<file path="config.mk">
export PLATFORM = sky130hd
export DESIGN_NAME = bc_judge
export DESIGN_NICKNAME = d
export VERILOG_FILES = /design/src/rtl/bc_pkg.sv /design/src/rtl/bc_digit_score.sv /design/src/rtl/bc_judge.sv
export SDC_FILE = /design/constraint.sdc
export NUM_CORES = 1
export LEC_CHECK = 0
export BUFFER_PORTS_ARGS = -buffer_cell sky130_fd_sc_hd__clkbuf_2
export CAP_MARGIN = 25
export CORE_UTILIZATION = 60
export DETAILED_ROUTE_END_ITERATION = 8
export GPL_ROUTABILITY_DRIVEN = 0
export PLACE_DENSITY = 0.94
export SYNTH_ARGS = -nofsm -noshare
export SYNTH_HDL_FRONTEND = slang
export SYNTH_SLANG_ARGS = --single-unit
export TNS_END_PERCENT = 20
</file>
<file path="constraint.sdc">
create_clock -name clk -period 6 [get_ports clk]
set_clock_uncertainty 0.2 [all_clocks]
set_input_delay 1.2 -clock clk [delete_from_list [all_inputs] [get_ports clk]]
set_output_delay 1.2 -clock clk [all_outputs]
set_load 0.1 [all_outputs]
</file>
<file path="src/rtl/bc_pkg.sv">
// -----------------------------------------------------------------------------
// bc_pkg
// Purpose : Shared types and constants for the Bulls & Cows codemaker (judge).
//           This package holds the digit types, the judge FSM state encoding and
//           the secret validity check.
// Contents: DIGITS, MAX_DIGIT, digit_t, digits_t, judge_state_e, secret_valid()
// -----------------------------------------------------------------------------
package bc_pkg;

    localparam int     DIGITS    = 4;
    localparam logic [3:0] MAX_DIGIT = 4'd9;

    typedef logic [3:0] digit_t;
    // Index 0 is digit position 0.
    typedef digit_t [DIGITS-1:0] digits_t;

    typedef enum logic [2:0] {
        ST_IDLE,
        ST_READY,
        ST_SCORE,
        ST_PUBLISH,
        ST_ACK,
        ST_WON,
        ST_LOST
    } judge_state_e;

    // A secret is playable only if every digit is decimal and no digit repeats.
    // Distinct digits guarantee each guess digit is at most one bull or one cow.
    function automatic logic secret_valid(input digits_t s);
        logic ok;
        ok = 1'b1;
        for (int i = 0; i < DIGITS; i++) begin
            if (s[i] > MAX_DIGIT) ok = 1'b0;
            for (int k = i + 1; k < DIGITS; k++) begin
                if (s[i] == s[k]) ok = 1'b0;
            end
        end
        return ok;
    endfunction

endpackage

</file>
<file path="src/rtl/bc_digit_score.sv">
// -----------------------------------------------------------------------------
// bc_digit_score
// Purpose : Combinational score of one guess digit against the whole secret.
// Ports   : g_j     in  guess digit at position j
//           j       in  position of g_j (0..3)
//           secret  in  the four secret digits
//           is_bull out g_j equals the secret digit at position j
//           is_cow  out g_j appears in the secret, but only at another position
//           is_bad  out g_j is not a decimal digit (>9); such digits never match
// -----------------------------------------------------------------------------
module bc_digit_score
    import bc_pkg::*;
(
    input  digit_t      g_j,
    input  logic [1:0]  j,
    input  digits_t     secret,
    output logic        is_bull,
    output logic        is_cow,
    output logic        is_bad
);

    logic in_other;

    // NOTE: every output of a combinational block is assigned a default at the
    // top so no path leaves it unassigned, which would infer a latch.
    always_comb begin
        is_bad   = (g_j > MAX_DIGIT);
        in_other = 1'b0;
        for (int k = 0; k < DIGITS; k++) begin
            if ((2'(k) != j) && (secret[k] == g_j)) in_other = 1'b1;
        end
        is_bull = !is_bad && (g_j == secret[j]);
        is_cow  = !is_bad && !is_bull && in_other;
    end

endmodule

</file>
<file path="src/rtl/bc_judge.sv">
// -----------------------------------------------------------------------------
// bc_judge
// Purpose : Codemaker side of the Bulls & Cows frame protocol. Holds a 4-digit
//           secret, accepts one guess per write_frame/frame_written four-phase
//           handshake, scores it one digit per cycle and publishes bulls/cows.
//           Also tracks the guess count and the win/loss outcome.
// Ports   : clk, rst                 clock, asynchronous active-high reset
//           secret_load, secret_in_* 1-cycle load strobe and secret digits
//           guessed_number_*         guess digits, sampled at capture
//           write_frame              solver request (guess valid)
//           frame_written            score valid / request acknowledged
//           bulls, cows              last published score (0..4 each)
//           guess_count              guesses scored this game, saturating
//           won, lost                game outcome levels
//           secret_err               1-cycle pulse on a rejected secret_load
//           bad_digit                last scored guess contained a digit >9
// -----------------------------------------------------------------------------
module bc_judge
    import bc_pkg::*;
#(
    parameter int MAX_GUESSES = 16,
    parameter int CNT_W       = 8
)(
    input  logic             clk,
    input  logic             rst,
    input  logic             secret_load,
    input  logic [3:0]       secret_in_0,
    input  logic [3:0]       secret_in_1,
    input  logic [3:0]       secret_in_2,
    input  logic [3:0]       secret_in_3,
    input  logic [3:0]       guessed_number_0,
    input  logic [3:0]       guessed_number_1,
    input  logic [3:0]       guessed_number_2,
    input  logic [3:0]       guessed_number_3,
    input  logic             write_frame,
    output logic             frame_written,
    output logic [2:0]       bulls,
    output logic [2:0]       cows,
    output logic [CNT_W-1:0] guess_count,
    output logic             won,
    output logic             lost,
    output logic             secret_err,
    output logic             bad_digit
);

    judge_state_e     state_q, state_d;
    digits_t          secret_q, secret_d;
    digits_t          guess_q, guess_d;
    logic [1:0]       j_q, j_d;
    logic [2:0]       bulls_acc_q, bulls_acc_d;
    logic [2:0]       cows_acc_q, cows_acc_d;
    logic             bad_acc_q, bad_acc_d;
    logic [2:0]       bulls_q, bulls_d;
    logic [2:0]       cows_q, cows_d;
    logic             bad_q, bad_d;
    logic             fw_q, fw_d;
    logic [CNT_W-1:0] cnt_q, cnt_d;
    logic             err_q, err_d;

    digits_t secret_in;
    digits_t guess_in;
    logic    is_bull, is_cow, is_bad;
    logic    load_allowed;

    assign secret_in = {secret_in_3, secret_in_2, secret_in_1, secret_in_0};
    assign guess_in  = {guessed_number_3, guessed_number_2,
                        guessed_number_1, guessed_number_0};

    bc_digit_score u_score (
        .g_j     (guess_q[j_q]),
        .j       (j_q),
        .secret  (secret_q),
        .is_bull (is_bull),
        .is_cow  (is_cow),
        .is_bad  (is_bad)
    );

    // A new secret may only replace the old one when no guess is in flight.
    assign load_allowed = (state_q == ST_IDLE) || (state_q == ST_WON) ||
                          (state_q == ST_LOST);

    // -------------------------------------------------------------------------
    // State register (and datapath registers)
    // -------------------------------------------------------------------------
    // NOTE: sequential state uses non-blocking assignments so every flop samples
    // the values from before the edge, independent of statement order.
    // NOTE: this block has no memories, so every flop is reset; frame_written
    // therefore drops as soon as rst rises, with no clock edge needed.
    always_ff @(posedge clk or posedge rst) begin
        if (rst) begin
            state_q     <= ST_IDLE;
            secret_q    <= '0;
            guess_q     <= '0;
            j_q         <= '0;
            bulls_acc_q <= '0;
            cows_acc_q  <= '0;
            bad_acc_q   <= 1'b0;
            bulls_q     <= '0;
            cows_q      <= '0;
            bad_q       <= 1'b0;
            fw_q        <= 1'b0;
            cnt_q       <= '0;
            err_q       <= 1'b0;
        end else begin
            state_q     <= state_d;
            secret_q    <= secret_d;
            guess_q     <= guess_d;
            j_q         <= j_d;
            bulls_acc_q <= bulls_acc_d;
            cows_acc_q  <= cows_acc_d;
            bad_acc_q   <= bad_acc_d;
            bulls_q     <= bulls_d;
            cows_q      <= cows_d;
            bad_q       <= bad_d;
            fw_q        <= fw_d;
            cnt_q       <= cnt_d;
            err_q       <= err_d;
        end
    end

    // -------------------------------------------------------------------------
    // Next-state and datapath update
    // -------------------------------------------------------------------------
    always_comb begin
        state_d     = state_q;
        secret_d    = secret_q;
        guess_d     = guess_q;
        j_d         = j_q;
        bulls_acc_d = bulls_acc_q;
        cows_acc_d  = cows_acc_q;
        bad_acc_d   = bad_acc_q;
        bulls_d     = bulls_q;
        cows_d      = cows_q;
        bad_d       = bad_q;
        fw_d        = fw_q;
        cnt_d       = cnt_q;
        err_d       = 1'b0;

        if (secret_load && load_allowed) begin
            if (secret_valid(secret_in)) begin
                secret_d = secret_in;
                cnt_d    = '0;
                bulls_d  = '0;
                cows_d   = '0;
                state_d  = ST_READY;
            end else begin
                err_d = 1'b1;
            end
        end

        unique case (state_q)
            ST_IDLE, ST_WON, ST_LOST: ; // only secret_load acts here
            ST_READY: begin
                if (write_frame) begin
                    guess_d     = guess_in;
                    bulls_acc_d = '0;
                    cows_acc_d  = '0;
                    bad_acc_d   = 1'b0;
                    j_d         = '0;
                    state_d     = ST_SCORE;
                end
            end
            ST_SCORE: begin
                bulls_acc_d = bulls_acc_q + 3'(is_bull);
                cows_acc_d  = cows_acc_q + 3'(is_cow);
                bad_acc_d   = bad_acc_q | is_bad;
                j_d         = j_q + 2'd1;
                if (j_q == 2'd3) state_d = ST_PUBLISH;
            end
            ST_PUBLISH: begin
                bulls_d = bulls_acc_q;
                cows_d  = cows_acc_q;
                bad_d   = bad_acc_q;
                fw_d    = 1'b1;
                if (cnt_q != '1) cnt_d = cnt_q + 1'b1;
                state_d = ST_ACK;
            end
            ST_ACK: begin
                // Hold the acknowledge until the solver releases its request;
                // a win on the final guess beats the loss.
                if (!write_frame) begin
                    fw_d = 1'b0;
                    if (bulls_q == 3'd4)                     state_d = ST_WON;
                    else if (cnt_q == CNT_W'(MAX_GUESSES))   state_d = ST_LOST;
                    else                                      state_d = ST_READY;
                end
            end
            default: state_d = ST_IDLE;
        endcase
    end

    // -------------------------------------------------------------------------
    // Outputs
    // -------------------------------------------------------------------------
    always_comb begin
        won           = (state_q == ST_WON);
        lost          = (state_q == ST_LOST);
        frame_written = fw_q;
        bulls         = bulls_q;
        cows          = cows_q;
        guess_count   = cnt_q;
        secret_err    = err_q;
        bad_digit     = bad_q;
    end

endmodule

</file>
==> results.cfg, run 1 <==
[detailed_routing]
drtAntennaViolNets = 0
first_iter_violations = 174
drc = 0
first_pass_iters = 5
vias = 2807
wl_per_cell_um = 15.18
vias_per_cell = 5.694
routed_wl_um = 7486

[worst_setup_path]
r2r_slack_ns = 2.69
r2r-start = j_q[0]$_DFFE_PP0P_
cp-start-kind = primary input
path_max_fanout = 24
critPathBufInv = 1
cp_slowest_stage_delay_ns = 0.69
crit_type = in2reg
cpMaxStageDelayCell = nand3b_1
crit_chain = clkbuf_2, o21ai_0, nand4_1, nor4_1, nand3b_1, a21oi_1, o311ai_0
timing.rr.end = cows_acc_q[1]$_DFFE_PP0P_
arrival_ns = 3.37
worst_setup_path_end_kind = register
crit_cells = 7
rr_worst_depth = 9
critPathTopFamily = simple AND/OR/NAND/NOR gates
worstPathRequired_ns = 5.94

[yosys]
ys_warn_count = 0
yosysUniqueCellTypes = 40
yosys-top-cells-area = dfrtp_1 (46%), nand2_1 (13%), xor2_1 (6.3%)
yosys.area.top_type = dfrtp_1
synth_edf_count = 0
syn_inst = 366
synth_area_per_cell_um2 = 9.100
synth_top_cell_area_share = 0.4583
async_reset_ff_frac = 1.000
ys.flop_type = dfrtp_1
netlist_area_um2 = 3331
ys_ff_latch = 61
synth_nets = 412
yosysSeqAreaShare = 0.4583

[floorplan]
core_um2 = 5238
die_area_um2 = 5853
initial_core_util = 0.6359
rows = 26
io_pins = 55
die_w_um = 76.51
die_h_um = 76.51

[global_routing]
grt_pass1_vias = 2720
grt_max_degree = 62
grt_first_pass_wirelength_um = 12540
grt-ovfl-total = 0
grt.total_usage = 0.2724
antenna_found_initial = 0

[layout]
nNetsFinal = 464
layout.cells.non_filler = 493
mostFrequentLayoutCells = nand2_1 (118), dfrtp_1 (61), clkbuf_2 (54)
post-route-util = 0.7353
area_growth_pct = 15.63
final_common_cell = nand2_1
diodes = 0
drive_above_1_share = 0.1891
fin_area_um2 = 3851
fillerInstances = 374

[outcome]
status = complete, no violations

[clock_tree]
cts_tree = yes
path_clk_slew_ns = 0.07
clk_latency_ns = 0.35
clock_path_buffers = 2
clock-sinks = 61
cts_setup_buffers = 0
cts_hold_buffers = 0
htree_levels = 3
cts_made_buffers = 9
cts_resized = 0
cts_root_buf = clkbuf_8

[placed_design]
placed_area_um2 = 3636
placed_cells = 477
io_buffers = 54
dp_hpwl_um = 5133

[pwr]
power_uw = 2263
switchingPower_uw = 1053
vdd_drop_max_uv = 369.9
cellPowerDensity_nw_per_um2 = 587.5
swShare = 0.4653
p_seq_frac = 0.339
combPwrFrac = 0.484
p_int_uw = 1210
p_leak_uw = 0.001957
p_clk_frac = 0.176

[worst_hold_path]
hold_path_end = bad_digit$_DFFE_PP0P_
hold_class = reg2reg
hold_depth = 2
min-delay-start = bad_digit$_DFFE_PP0P_

[sta]
finalSetupTns_ns = 0
clock.fmax_mhz = 291.7
hold_viol = 0
fin_crit_sh = 0.5714
worst_pin_slew_ns = 0.9056
setup_violations = 0
slew_headroom = 0.3963
rsz0062_at_grt = false
drv_slew = 0
layout_min_cycle_time_ns = 3.429

[job]
drv_cap = 0
## metrics by stage
step	hold slack (ns)	setup WS, ns
4_1_cts	0.2854	2.600
3_5_place_dp	0.2671	2.332
2_1_floorplan	0.2391	1.928
5_1_grt	0.3027	2.423
3_3_place_gp	0.2558	2.468
6_report	0.2790	2.571
## power groups by stage
stage | combinational [uW] | sequential [uW] | clock [uW]
after floorplan | 645 | 990 | 0
after global placement | 1050 | 756 | 0
after detailed placement | 1090 | 770 | 0
after CTS | 1100 | 765 | 402
after global routing | 1200 | 791 | 423
final | 1100 | 768 | 399
## registers in the layout, indices dropped and copies added, names as in the netlist, 2 cells and up
name,cells
guess_count,8
secret_q,16
state_q,3
guess_q,16
cows_acc_q,3
bulls_acc_q,3
cows,3
j_q,2
bulls,3
## routing by layer
layer	share of wire	up-vias	GRT usage	routed length [um]
li1	-	1343	-	-
met1	0.44	1355	0.3458	3291
met2	0.50	93	0.4640	3742
met3	0.047	16	0.06826	352
met4	0.013	0	0.07115	100
met5	0	-	0	0
## synthesized netlist by cell type (2+ instances only)
library cell  count
and2_1            2
mux2i_1           3
nand3_1           5
and3_1            5
a21oi_1           5
nor4_1            8
dfrtp_1          61
nand2_1         118
o22ai_1           4
xor2_1           24
clkbuf_1         11
o211ai_1          4
nand4_1           6
a22o_1            9
buf_2             3
mux4_2            5
nor2b_1           2
inv_1            11
xnor2_1          16
o21ai_0          22
a21boi_0          2
nor3_1            4
ha_1             10
nor2_1           10
## area by class of cell
cell class                      instances  area (um^2)  share of cell area
Timing Repair Buffer                   56        285.3             0.07407
Multi-Input combinational cell        279         1695              0.4402
Sequential cell                        61         1526              0.3964
Tap cell                               70        87.58             0.02274
Clock buffer                           10        127.6             0.03314
Clock inverter                          6        87.58             0.02274
Inverter                               11        41.29             0.01072
## worst max-delay path by stage
stage | from | endpoint | slack, ns
3_5_place_dp | secret_in_3[2] | state_q[1]$_DFF_PP0_ | 2.33
5_1_grt | secret_in_2[2] | state_q[1]$_DFF_PP0_ | 2.42
3_3_place_gp | secret_in_3[2] | guess_count[6]$_DFF_PP0_ | 2.47
4_1_cts | secret_in_3[2] | state_q[1]$_DFF_PP0_ | 2.60
2_1_floorplan | state_q[0]$_DFF_PP0_ | lost | 1.93
6_report | secret_in_3[2] | state_q[1]$_DFF_PP0_ | 2.57
## cells by family (layout without fill, tap and decap cells)
group	after synthesis	count (layout)	share of synthesized area
AND/OR/NAND/NOR	166	166	0.2160
flip-flops	61	61	0.4583
AO/OA/AOI/OAI	54	54	0.1041
XOR/XNOR	40	40	0.1052
buffers and inverters	26	83	0.03268
adder cells (fa/ha/maj)	10	10	0.03757
multiplexers	9	9	0.04621
## worst reg2reg max path, delay by kind of cell (launching register included)
kind / cells / cell delay (ns)
DFF: 1 / 0.62
adders and majority gates: 2 / 0.44
and+or+nand+nor: 2 / 0.22
AOI/OAI and AO/OA: 2 / 0.32
xor gates and xnor gates: 1 / 0.19
muxes: 2 / 1.20
No activity file was read; power rests on OpenSTA's default activity.
==> inputs of run 2 (changes only) <==
- CORE_UTILIZATION: 60 -> 56
- PLACE_DENSITY: 0.94 -> 0.89
- clock period: 6 -> 3.4 ns (I/O delays scaled with it)
==> run 2 against run 1 <==
  * First-iteration DRC count is 48% higher
  * Critical path type is now reg2reg
  * Largest power group unchanged
  * Via count rose by 0.14%
  * Worst setup slack lost 2.4 ns
  * Hold slack improved by 0.0046 ns
  * Clock power grew 64%
  * Wire length fell by 0.27%
  * Die area up 7.0%
  * Sequential power up 80%
==> results.cfg, run 2 (synthesis results as in run 1) <==
[outcome]
status = complete, no violations

[sta]
worst_pin_slew_ns = 0.7779
fin_crit_sh = 0.9471
rsz0062_at_grt = false
slew_headroom = 0.4799
setup_violations = 0
whs_ns = 0.2837
hold_viol = 0
layout_min_cycle_time_ns = 3.220
clock.fmax_mhz = 310.5
fin_ws_ns = 0.1798
drv_slew = 0
finalSetupTns_ns = 0

[clock_tree]
cts_made_buffers = 9
clock_path_buffers = 2
htree_levels = 3
path_clk_slew_ns = 0.07
cts_setup_buffers = 0
cts_resized = 0
cts_root_buf = clkbuf_8
cts_hold_buffers = 0
clock-sinks = 61
clk_latency_ns = 0.35
cts_tree = yes

[global_routing]
grt-ovfl-total = 0
antenna_found_initial = 0
grt_max_degree = 62
grt_first_pass_wirelength_um = 12740
grt_pass1_vias = 2773
grt.total_usage = 0.2693

[placed_design]
dp_hpwl_um = 5388
io_buffers = 54
dp_slack_ns = 0.1674
placed_cells = 481

[layout]
final_common_cell = nand2_1
diodes = 0
nNetsFinal = 466
area_growth_pct = 15.89
layout.cells.non_filler = 497
drive_above_1_share = 0.1953
mostFrequentLayoutCells = nand2_1 (118), dfrtp_1 (61), clkbuf_2 (54)

[worst_setup_path]
critPathTopFamily = multiplexers
crit_type = reg2reg
cp_slowest_stage_delay_ns = 0.65
crit_chain = mux4_2, xnor2_1, nand4_1, mux4_2, o21ai_1, nor2_1, ha_1, ha_1, a22o_1
cp-start-kind = register
worst_setup_path_end_kind = register
path_max_fanout = 10
critPathBufInv = 0
cpMaxStageDelayCell = mux4_2
worstPathRequired_ns = 3.43
arrival_ns = 3.25

[detailed_routing]
drc = 0
drtAntennaViolNets = 0
first_iter_violations = 258
first_pass_iters = 4
vias = 2811
wl_per_cell_um = 15.02
routed_wl_um = 7466
vias_per_cell = 5.656

[floorplan]
initial_core_util = 0.5939
die_area_um2 = 6260
die_w_um = 79.12
die_h_um = 79.12
io_pins = 55
rows = 27
core_um2 = 5608

[pwr]
power_uw = 3955
p_leak_uw = 0.001957
cellPowerDensity_nw_per_um2 = 1025
vdd_drop_max_uv = 635.8

[worst_hold_path]
hold_class = reg2reg

[job]
drv_cap = 0
==> run 2: cell count changes in the layout (fill, tap and decap cells not counted) <==
cell | before | now
buf_4 | 2 | 4
bufinv_16 | 2 | 1
clkbuf_8 | 9 | 10
clkinv_2 | 2 | 1
clkinvlp_4 | 0 | 1
nor3_1 | 4 | 3
nor3_2 | 0 | 1
==> run 2: metrics by stage <==
stage / area [um^2] / util
floorplan: 3336 / -
global placement: 3659 / 0.6524
detailed placement: 3659 / 0.6524
CTS: 3860 / 0.6883
global route: 3860 / 0.6883
finish: 3860 / 0.6883
==> run 2: routing by layer <==
metal	wire length (um)	share of wire	track usage	vias to the layer above
li1	-	-	-	1349
met1	3252	0.44	0.3326	1357
met2	3700	0.50	0.4466	87
met3	329	0.044	0.05632	18
met4	184	0.025	0.1345	0
met5	0	0	0	-
==> run 2: worst min-delay path, stage by stage (launching register included) <==
cell and delay [ns]:
dfrtp_1 0.35, nand2_1 0.05, nand2_1 0.05
==> run 2: path summary, 6_finish.rpt <==
kind,slack (ns),end,cells past startpoint,from
hold / removal,0.28,bad_digit$_DFFE_PP0P_,2,bad_digit$_DFFE_PP0P_
min in group asynchronous,0.32,guess_q[14]$_DFFE_PP0P_,3,rst
setup / recovery,0.18,cows_acc_q[1]$_DFFE_PP0P_,9,j_q[0]$_DFFE_PP0P_
max in group asynchronous,2.18,secret_q[15]$_DFFE_PP0P_,3,rst
hold reg to reg,0.28,bad_digit$_DFFE_PP0P_,2,bad_digit$_DFFE_PP0P_
setup reg to reg,0.18,cows_acc_q[1]$_DFFE_PP0P_,9,j_q[0]$_DFFE_PP0P_
==> run 2: final cells by class <==
class                      instances  area (um^2)
clock buffer                      11        141.4
sequential                        61         1526
timing repair buffer              58        300.3
multi-input combinational        279         1700
clock inverter                     5        60.06
tap                               72        90.09
fill                             454         1748
inverter                          11        41.29
==> run 2: report_power, final <==
part | internal [uW] | switching (uW)
registers | 1050 | 336
logic | 683 | 1230
clock network | 360 | 297
